===== config.mk =====
export PLATFORM = sky130hd
export DESIGN_NAME = jt51_timer_bank
export DESIGN_NICKNAME = d
export VERILOG_FILES = /design/src/rtl/jt51_timer_pkg.sv /design/src/rtl/jt51_timer_ch.sv /design/src/rtl/jt51_timer_bank.sv
export SDC_FILE = /design/constraint.sdc
export NUM_CORES = 1
export LEC_CHECK = 0
export ABC_AREA = 1
export BUFFER_PORTS_ARGS = -buffer_cell sky130_fd_sc_hd__buf_2
export CAP_MARGIN = 30
export CORE_ASPECT_RATIO = 1.75
export CORE_MARGIN = 3
export CORE_UTILIZATION = 53
export DETAILED_ROUTE_END_ITERATION = 6
export PLACE_DENSITY_LB_ADDON = 0.25
export SLEW_MARGIN = 5
export SYNTH_ARGS = -nofsm -noshare
export SYNTH_HDL_FRONTEND = slang
export SYNTH_SLANG_ARGS = --single-unit

===== constraint.sdc =====
create_clock -name clk -period 1.4 [get_ports clk]
set_input_delay 0.42 -clock clk [delete_from_list [all_inputs] [get_ports clk]]
set_output_delay 0.42 -clock clk [all_outputs]
set_load 0.005 [all_outputs]

===== src/rtl/jt51_timer_pkg.sv =====
// Shared limits, encodings and helpers for the jt51 timer bank.
package jt51_timer_pkg;

   localparam int MAX_NTIMER = 8;
   localparam int MIN_CW     = 2;
   localparam int MAX_CW     = 16;
   localparam int MAX_PW     = 12;

   typedef enum logic {
      MODE_RELOAD  = 1'b0,
      MODE_ONESHOT = 1'b1
   } timer_mode_e;

   typedef enum logic {
      SRC_TICK    = 1'b0,
      SRC_CASCADE = 1'b1
   } count_src_e;

   // Narrowest select width able to address n channels.
   function automatic int sel_min_width(input int n);
      return (n <= 1) ? 1 : $clog2(n);
   endfunction

endpackage


===== src/rtl/jt51_timer_ch.sv =====
// One timer channel: start register, prescaler and counter kept as a single
// {cnt,pre} accumulator, run and sticky overflow flag.
module jt51_timer_ch
   import jt51_timer_pkg::*;
#(
   parameter int CW = 10,
   parameter int PW = 6
) (
   input  logic          clk,
   input  logic          rst_n,
   input  logic          cen_i,
   input  logic          load_i,
   input  logic [CW-1:0] value_i,
   input  logic          set_run_i,
   input  logic          clr_run_i,
   input  logic          clr_flag_i,
   input  logic          oneshot_i,
   input  logic          casc_sel_i,
   input  logic          casc_tick_i,
   output logic [CW-1:0] cnt_o,
   output logic          flag_o,
   output logic          overflow_o,
   output logic          wrap_o
);

   localparam int AW = CW + PW;

   logic [CW-1:0] start_q, start_d;
   logic [AW-1:0] acc_q, acc_d;
   logic          run_q, run_d;
   logic          flag_q, flag_d;
   logic          ovf_q;

   timer_mode_e   mode;
   count_src_e    src;
   logic [AW-1:0] step;
   logic          tick;
   logic          wrap;

   assign mode = timer_mode_e'(oneshot_i);
   assign src  = casc_sel_i ? SRC_CASCADE : SRC_TICK;

   // A cascaded channel bypasses its prescaler: it steps the counter field directly.
   always_comb begin
      // NOTE: every variable gets a default first so no path can infer a latch;
      // combinational logic uses blocking assignments.
      step    = (src == SRC_CASCADE) ? (AW'(1) << PW) : AW'(1);
      tick    = run_q & ~load_i & ((src == SRC_CASCADE) ? casc_tick_i : cen_i);
      wrap    = tick & ((src == SRC_CASCADE) ? (&acc_q[AW-1:PW]) : (&acc_q));
      start_d = start_q;
      acc_d   = acc_q;
      if (load_i) begin
         start_d = value_i;
         acc_d   = AW'(value_i) << PW;
      end else if (wrap) begin
         acc_d   = AW'(start_q) << PW;
      end else if (tick) begin
         acc_d   = acc_q + step;
      end
   end

   always_comb begin
      run_d = run_q;
      if (clr_run_i) begin
         run_d = 1'b0;
      end else if (set_run_i || load_i) begin
         run_d = 1'b1;
      end else if (wrap && (mode == MODE_ONESHOT)) begin
         run_d = 1'b0;
      end
      // A wrap in the same cycle as a clear must not be lost.
      flag_d = wrap | (flag_q & ~clr_flag_i);
   end

   always_ff @(posedge clk or negedge rst_n) begin
      if (!rst_n) begin
         start_q <= '0;
         acc_q   <= '0;
         run_q   <= 1'b0;
         flag_q  <= 1'b0;
         ovf_q   <= 1'b0;
      end else begin
         // NOTE: sequential state uses non-blocking assignments only.
         start_q <= start_d;
         acc_q   <= acc_d;
         run_q   <= run_d;
         flag_q  <= flag_d;
         ovf_q   <= wrap;
      end
   end

   assign cnt_o      = acc_q[AW-1:PW];
   assign flag_o     = flag_q;
   assign overflow_o = ovf_q;
   assign wrap_o     = wrap;

endmodule


===== src/rtl/jt51_timer_bank.sv =====
// N-channel prescaled timer bank: channel select decode, counter read mux,
// cascade chaining (JT51_TIMER_CASCADE_EN) and wired active-low IRQ.
module jt51_timer_bank
   import jt51_timer_pkg::*;
#(
   parameter int NTIMER = 2,
   parameter int CW     = 10,
   parameter int PW     = 6,
   parameter int SELW   = 3
) (
   input  logic              clk,
   input  logic              rst_n,
   input  logic              cen,
   input  logic [SELW-1:0]   sel,
   input  logic [CW-1:0]     value,
   input  logic              load,
   input  logic [NTIMER-1:0] set_run,
   input  logic [NTIMER-1:0] clr_run,
   input  logic [NTIMER-1:0] clr_flag,
   input  logic [NTIMER-1:0] oneshot,
   input  logic [NTIMER-1:0] irq_en,
   input  logic [NTIMER-1:0] cascade,
   output logic [NTIMER-1:0] flag,
   output logic [NTIMER-1:0] overflow,
   output logic [CW-1:0]     cnt_rd,
   output logic              irq_n
);

   if (NTIMER < 1 || NTIMER > MAX_NTIMER || CW < MIN_CW || CW > MAX_CW ||
       PW < 0 || PW > MAX_PW || SELW < sel_min_width(NTIMER)) begin : g_bad_params
      $error("jt51_timer_bank: parameter out of range");
   end

   logic [NTIMER-1:0] ld_vec;
   logic [NTIMER-1:0] wrap_vec;
   logic [CW-1:0]     cnt_arr [NTIMER];
   logic              unused_bits;

   for (genvar i = 0; i < NTIMER; i++) begin : g_ch
      logic casc_sel_w;
      logic casc_tick_w;

      assign ld_vec[i] = load && (sel == SELW'(i));

      if (i == 0) begin : g_head
         assign casc_sel_w  = 1'b0;
         assign casc_tick_w = 1'b0;
      end else begin : g_link
`ifdef JT51_TIMER_CASCADE_EN
         assign casc_sel_w  = cascade[i];
`else
         assign casc_sel_w  = 1'b0;
`endif
         // Same-edge chaining: the previous channel's combinational wrap is the tick.
         assign casc_tick_w = wrap_vec[i-1];
      end

      jt51_timer_ch #(
         .CW (CW),
         .PW (PW)
      ) u_ch (
         .clk         (clk),
         .rst_n       (rst_n),
         .cen_i       (cen),
         .load_i      (ld_vec[i]),
         .value_i     (value),
         .set_run_i   (set_run[i]),
         .clr_run_i   (clr_run[i]),
         .clr_flag_i  (clr_flag[i]),
         .oneshot_i   (oneshot[i]),
         .casc_sel_i  (casc_sel_w),
         .casc_tick_i (casc_tick_w),
         .cnt_o       (cnt_arr[i]),
         .flag_o      (flag[i]),
         .overflow_o  (overflow[i]),
         .wrap_o      (wrap_vec[i])
      );
   end

`ifdef JT51_TIMER_CASCADE_EN
   assign unused_bits = ^{wrap_vec[NTIMER-1], cascade[0]};
`else
   assign unused_bits = ^{wrap_vec[NTIMER-1], cascade};
`endif

   // Out-of-range selects read back as zero.
   always_comb begin
      cnt_rd = '0;
      for (int i = 0; i < NTIMER; i++) begin
         if (sel == SELW'(i)) cnt_rd = cnt_arr[i];
      end
   end

   assign irq_n = ~|(flag & irq_en);

endmodule


==> results by group <==
Outcome
  – Outcome: finished with violations
  – Failing checks: DRC, setup timing

Pwr
  – Sw frac: 0.376
  – Internal power: 4.64 mW
  – Static Leak: 2.98 nW
  – Psw: 2.80 mW
  – Peak VDD IR: 1.53 mV
  – Combinational share of power: 0.436
  – Reg power frac: 0.322
  – Pwr/cell area: 1300 nW/um^2
  – Clock power frac: 0.242

Critical path
  – Crit-path slowest cell: dfrtp_1
  – Setup crit end kind: register
  – WP data required: 1630 ps
  – Cell mode on critical path: nand2_1
  – Worst EP arrival: 2160 ps
  – Startpoint types: register
  – Critical path cell sequence: buf_4 -> nand2_1 -> nor2_1 -> nand2_1 -> nor2_2 -> nand2_4 -> nand2_8 -> nand2_2 -> nand2_1 -> nand2_1 -> o21ai_1
  – Slowest cell delay on critical path: 370 ps
  – Worst-case reg-to-reg path depth: 11
  – Max FO, Critical Path: 7
  – Crit Path Class: reg2reg

Clocking
  – Hold_buf cts: 0
  – H-tree Lvls: 3
  – Clock transition at path regs: 80 ps
  – CTS root buf: clkbuf_8
  – TritonCTS Buffers: 9
  – CTS tree: yes
  – Number of clock sinks: 58
  – CTS Buffer Depth: 2
  – Clk Latency, worst-skew pair: 370 ps

GRT
  – First-pass GRT wire length: 21200 um
  – Gr busiest metal: met2
  – Tot GR Track Use: 0.381
  – Met3 GRT Util: 0.0943
  – Largest net degree at the start of global routing: 59
  – Vias in the first global route: 4465
  – Total congestion overflow: 0
  – Antenna violations before repair: 0
  – Met1 Usage GRT: 0.372
  – M2 GR Usage: 0.633

Floorplanning
  – Total core area: 6280 um^2
  – Io pins: 44
  – Die X: 67.1 um
  – Initial Utilization: 0.551
  – Rows: 38
  – Die Ht: 113 um
  – Die ar.: 7570 um^2

Logic synthesis
  – Synthesized area: 3460 um^2
  – Gate Count Post-Synth: 498
  – Syn Nets: 529
  – Synth Warn #: 0
  – Synthesis-stage register bit count: 58
  – Cell taking the most area after synthesis: dfrtp_1
  – Top cell type's share of synthesized area: 0.420
  – Sequential area share after synthesis: 0.420
  – Synth top area cells: dfrtp_1 42%, nand2_1 21%, inv_1 5.6%
  – Avg Cell Area, Syn: 6.94 um^2
  – Cell variety after synth: 33

Timing
  – Fin crit period: 1930 ps
  – Pins Over Slew Limit: 0
  – RSZ-0062 raised after global routing: yes
  – Period utilisation layout: 1.38
  – Final Hold Viols: 0
  – Worst Slack Setup Final: -526 ps
  – Rel. slew slack: 0.732
  – Worst slew pin tran: 399 ps
  – Setup violations, final: 51
  – Max Fclk: 0.519 GHz
  – Worst-case clock skew: 18.0 ps

Route
  – DRT iter0 DRCs: 767
  – Routed wire length: 16800 um
  – Wirelength per Cell: 21.9 um
  – Vias per cell: 6.07
  – Drt drc: 42
  – DRT Pass-1 Iters: 7
  – Via count: 4646
  – Post-route ant nets: 0

Place
  – RD Place Congestion: 0.946
  – Buffers on Ports: 41
  – Pre-CTS WS: -371 ps
  – Placed cell area: 4400 um^2
  – Final HPWL DP: 8070 um

Finish
  – # nets final: 712
  – Post-layout util: 0.910
  – Fillers: 247
  – Leading cell type in the layout, fill and taps excluded: nand2_1
  – Ant diodes: 0
  – Fin area: 5710 um^2
  – Commonest cells after routing, fill and taps aside: 156 x nand2_1, 104 x buf_4, 56 x dfrtp_1
  – Layout cell share with drive strength beyond 1: 0.487
  – Area Overhead vs Synth: 65.2%

Worst hold path
  – Hold crit path type: in2async

Flow run
  – Max Cap Viol: 0
per-layer routing:
layer  routed length [um]  share of wire
met5                    0              0
met4                 1960           0.12
met3                 1660          0.098
met2                 7910           0.47
met1                 5280           0.31
logic make-up (layout without fill, tap and decap cells):
logic type               count (synthesis)  in the layout  share of synthesized area
AND/OR/NAND/NOR                        300            302                      0.369
buffers and inverters                   72            258                     0.0912
AO/OA/AOI/OAI                           58             58                     0.0923
flip-flops                              58             58                      0.420
XOR/XNOR                                 7              7                     0.0177
adder cells (fa/ha/maj)                  2              2                    0.00723
multiplexers                             1              1                    0.00326
through the flow:
stage,cells,hold WS (ps),power [mW],setup TNS [ps]
4_1_cts,746,61.2,6.65,-5840
5_1_grt,766,64.9,7.70,-17510
2_1_floorplan,498,124,3.24,-477
3_5_place_dp,693,448,4.24,-13350
3_3_place_gp,693,450,4.17,-11950
6_report,766,46.3,7.43,-11630
repair_timing:
action,in CTS,in global routing
pin swaps,33,38
buffers inserted,37,21
cloned,1,1
gates resized for setup,112,94
endpoints found under the setup margin,45,56
sequential cells by signal, summed over array words and instances (netlist names):
name                  count
g_ch.u_ch.run_q           2
g_ch.u_ch.flag_o          2
g_ch.u_ch.acc_q          32
g_ch.u_ch.start_q        20
g_ch.u_ch.overflow_o      2
area by class of cell:
class | instances | area, um^2 | share of cell area
Clock buffer | 11 | 141 | 0.0247
Clock inverter | 5 | 77.6 | 0.0136
Inverter | 59 | 277 | 0.0484
Multi-Input combinational cell | 370 | 2200 | 0.384
Sequential cell | 58 | 1450 | 0.254
Tap cell | 80 | 100 | 0.0175
Timing Repair Buffer | 183 | 1470 | 0.257
worst paths after layout:
kind | start | slack (ps) | endpoint
setup / recovery | g_ch[0].u_ch.acc_q[13] | -530 | g_ch[0].u_ch.acc_q[10]
hold / removal | rst_n | 50 | g_ch[1].u_ch.start_q[1]
setup reg to reg | g_ch[0].u_ch.acc_q[13] | -530 | g_ch[0].u_ch.acc_q[10]
hold reg to reg | g_ch[1].u_ch.start_q[4] | 490 | g_ch[1].u_ch.start_q[4]
max in group asynchronous | rst_n | 1060 | g_ch[0].u_ch.flag_o
min in group clk | clr_run[1] | 210 | g_ch[1].u_ch.run_q
worst max-delay path, delay by kind of cell, from the launching register on:
family	cells	cell delay (ps)
buffers and inverters	1	120
AOI/OAI and AO/OA	1	230
and+or+nand+nor	9	1070
DFF	1	370
synthesized netlist by cell type:
cell      number
o21a_1         1
nor2_2         7
o211ai_1       1
nand2_8        1
buf_1          1
nand3b_1       2
buf_2          3
clkinv_1       1
nand2_1      193
nand2_4        2
xor2_1         7
nor2_4         3
o21ai_0       18
nand3_1       27
inv_2          6
nor2_1        50
o21ai_1        4
nand3_2        1
ha_1           2
a22o_1         1
o21bai_1       2
or2_2          1
nor3_1         4
o22ai_1        9
nand2_2        5
inv_1         52
o21ai_2        1
buf_8          1
buf_4          8
a21oi_1       21
nand4_1        4
dfrtp_1       58
mux2_2         1
power groups by stage:
| stage | sequential, mW | clock (mW) | combinational, mW |
|---|---|---|---|
| 6_report | 2.39 | 1.80 | 3.24 |
| 5_1_grt | 2.43 | 1.87 | 3.40 |
| 4_1_cts | 2.32 | 1.77 | 2.57 |
| 3_5_place_dp | 2.31 | 0 | 1.93 |
| 3_3_place_gp | 2.30 | 0 | 1.87 |
| 2_1_floorplan | 2.34 | 0 | 0.900 |
(Power assumes the default switching activity.)
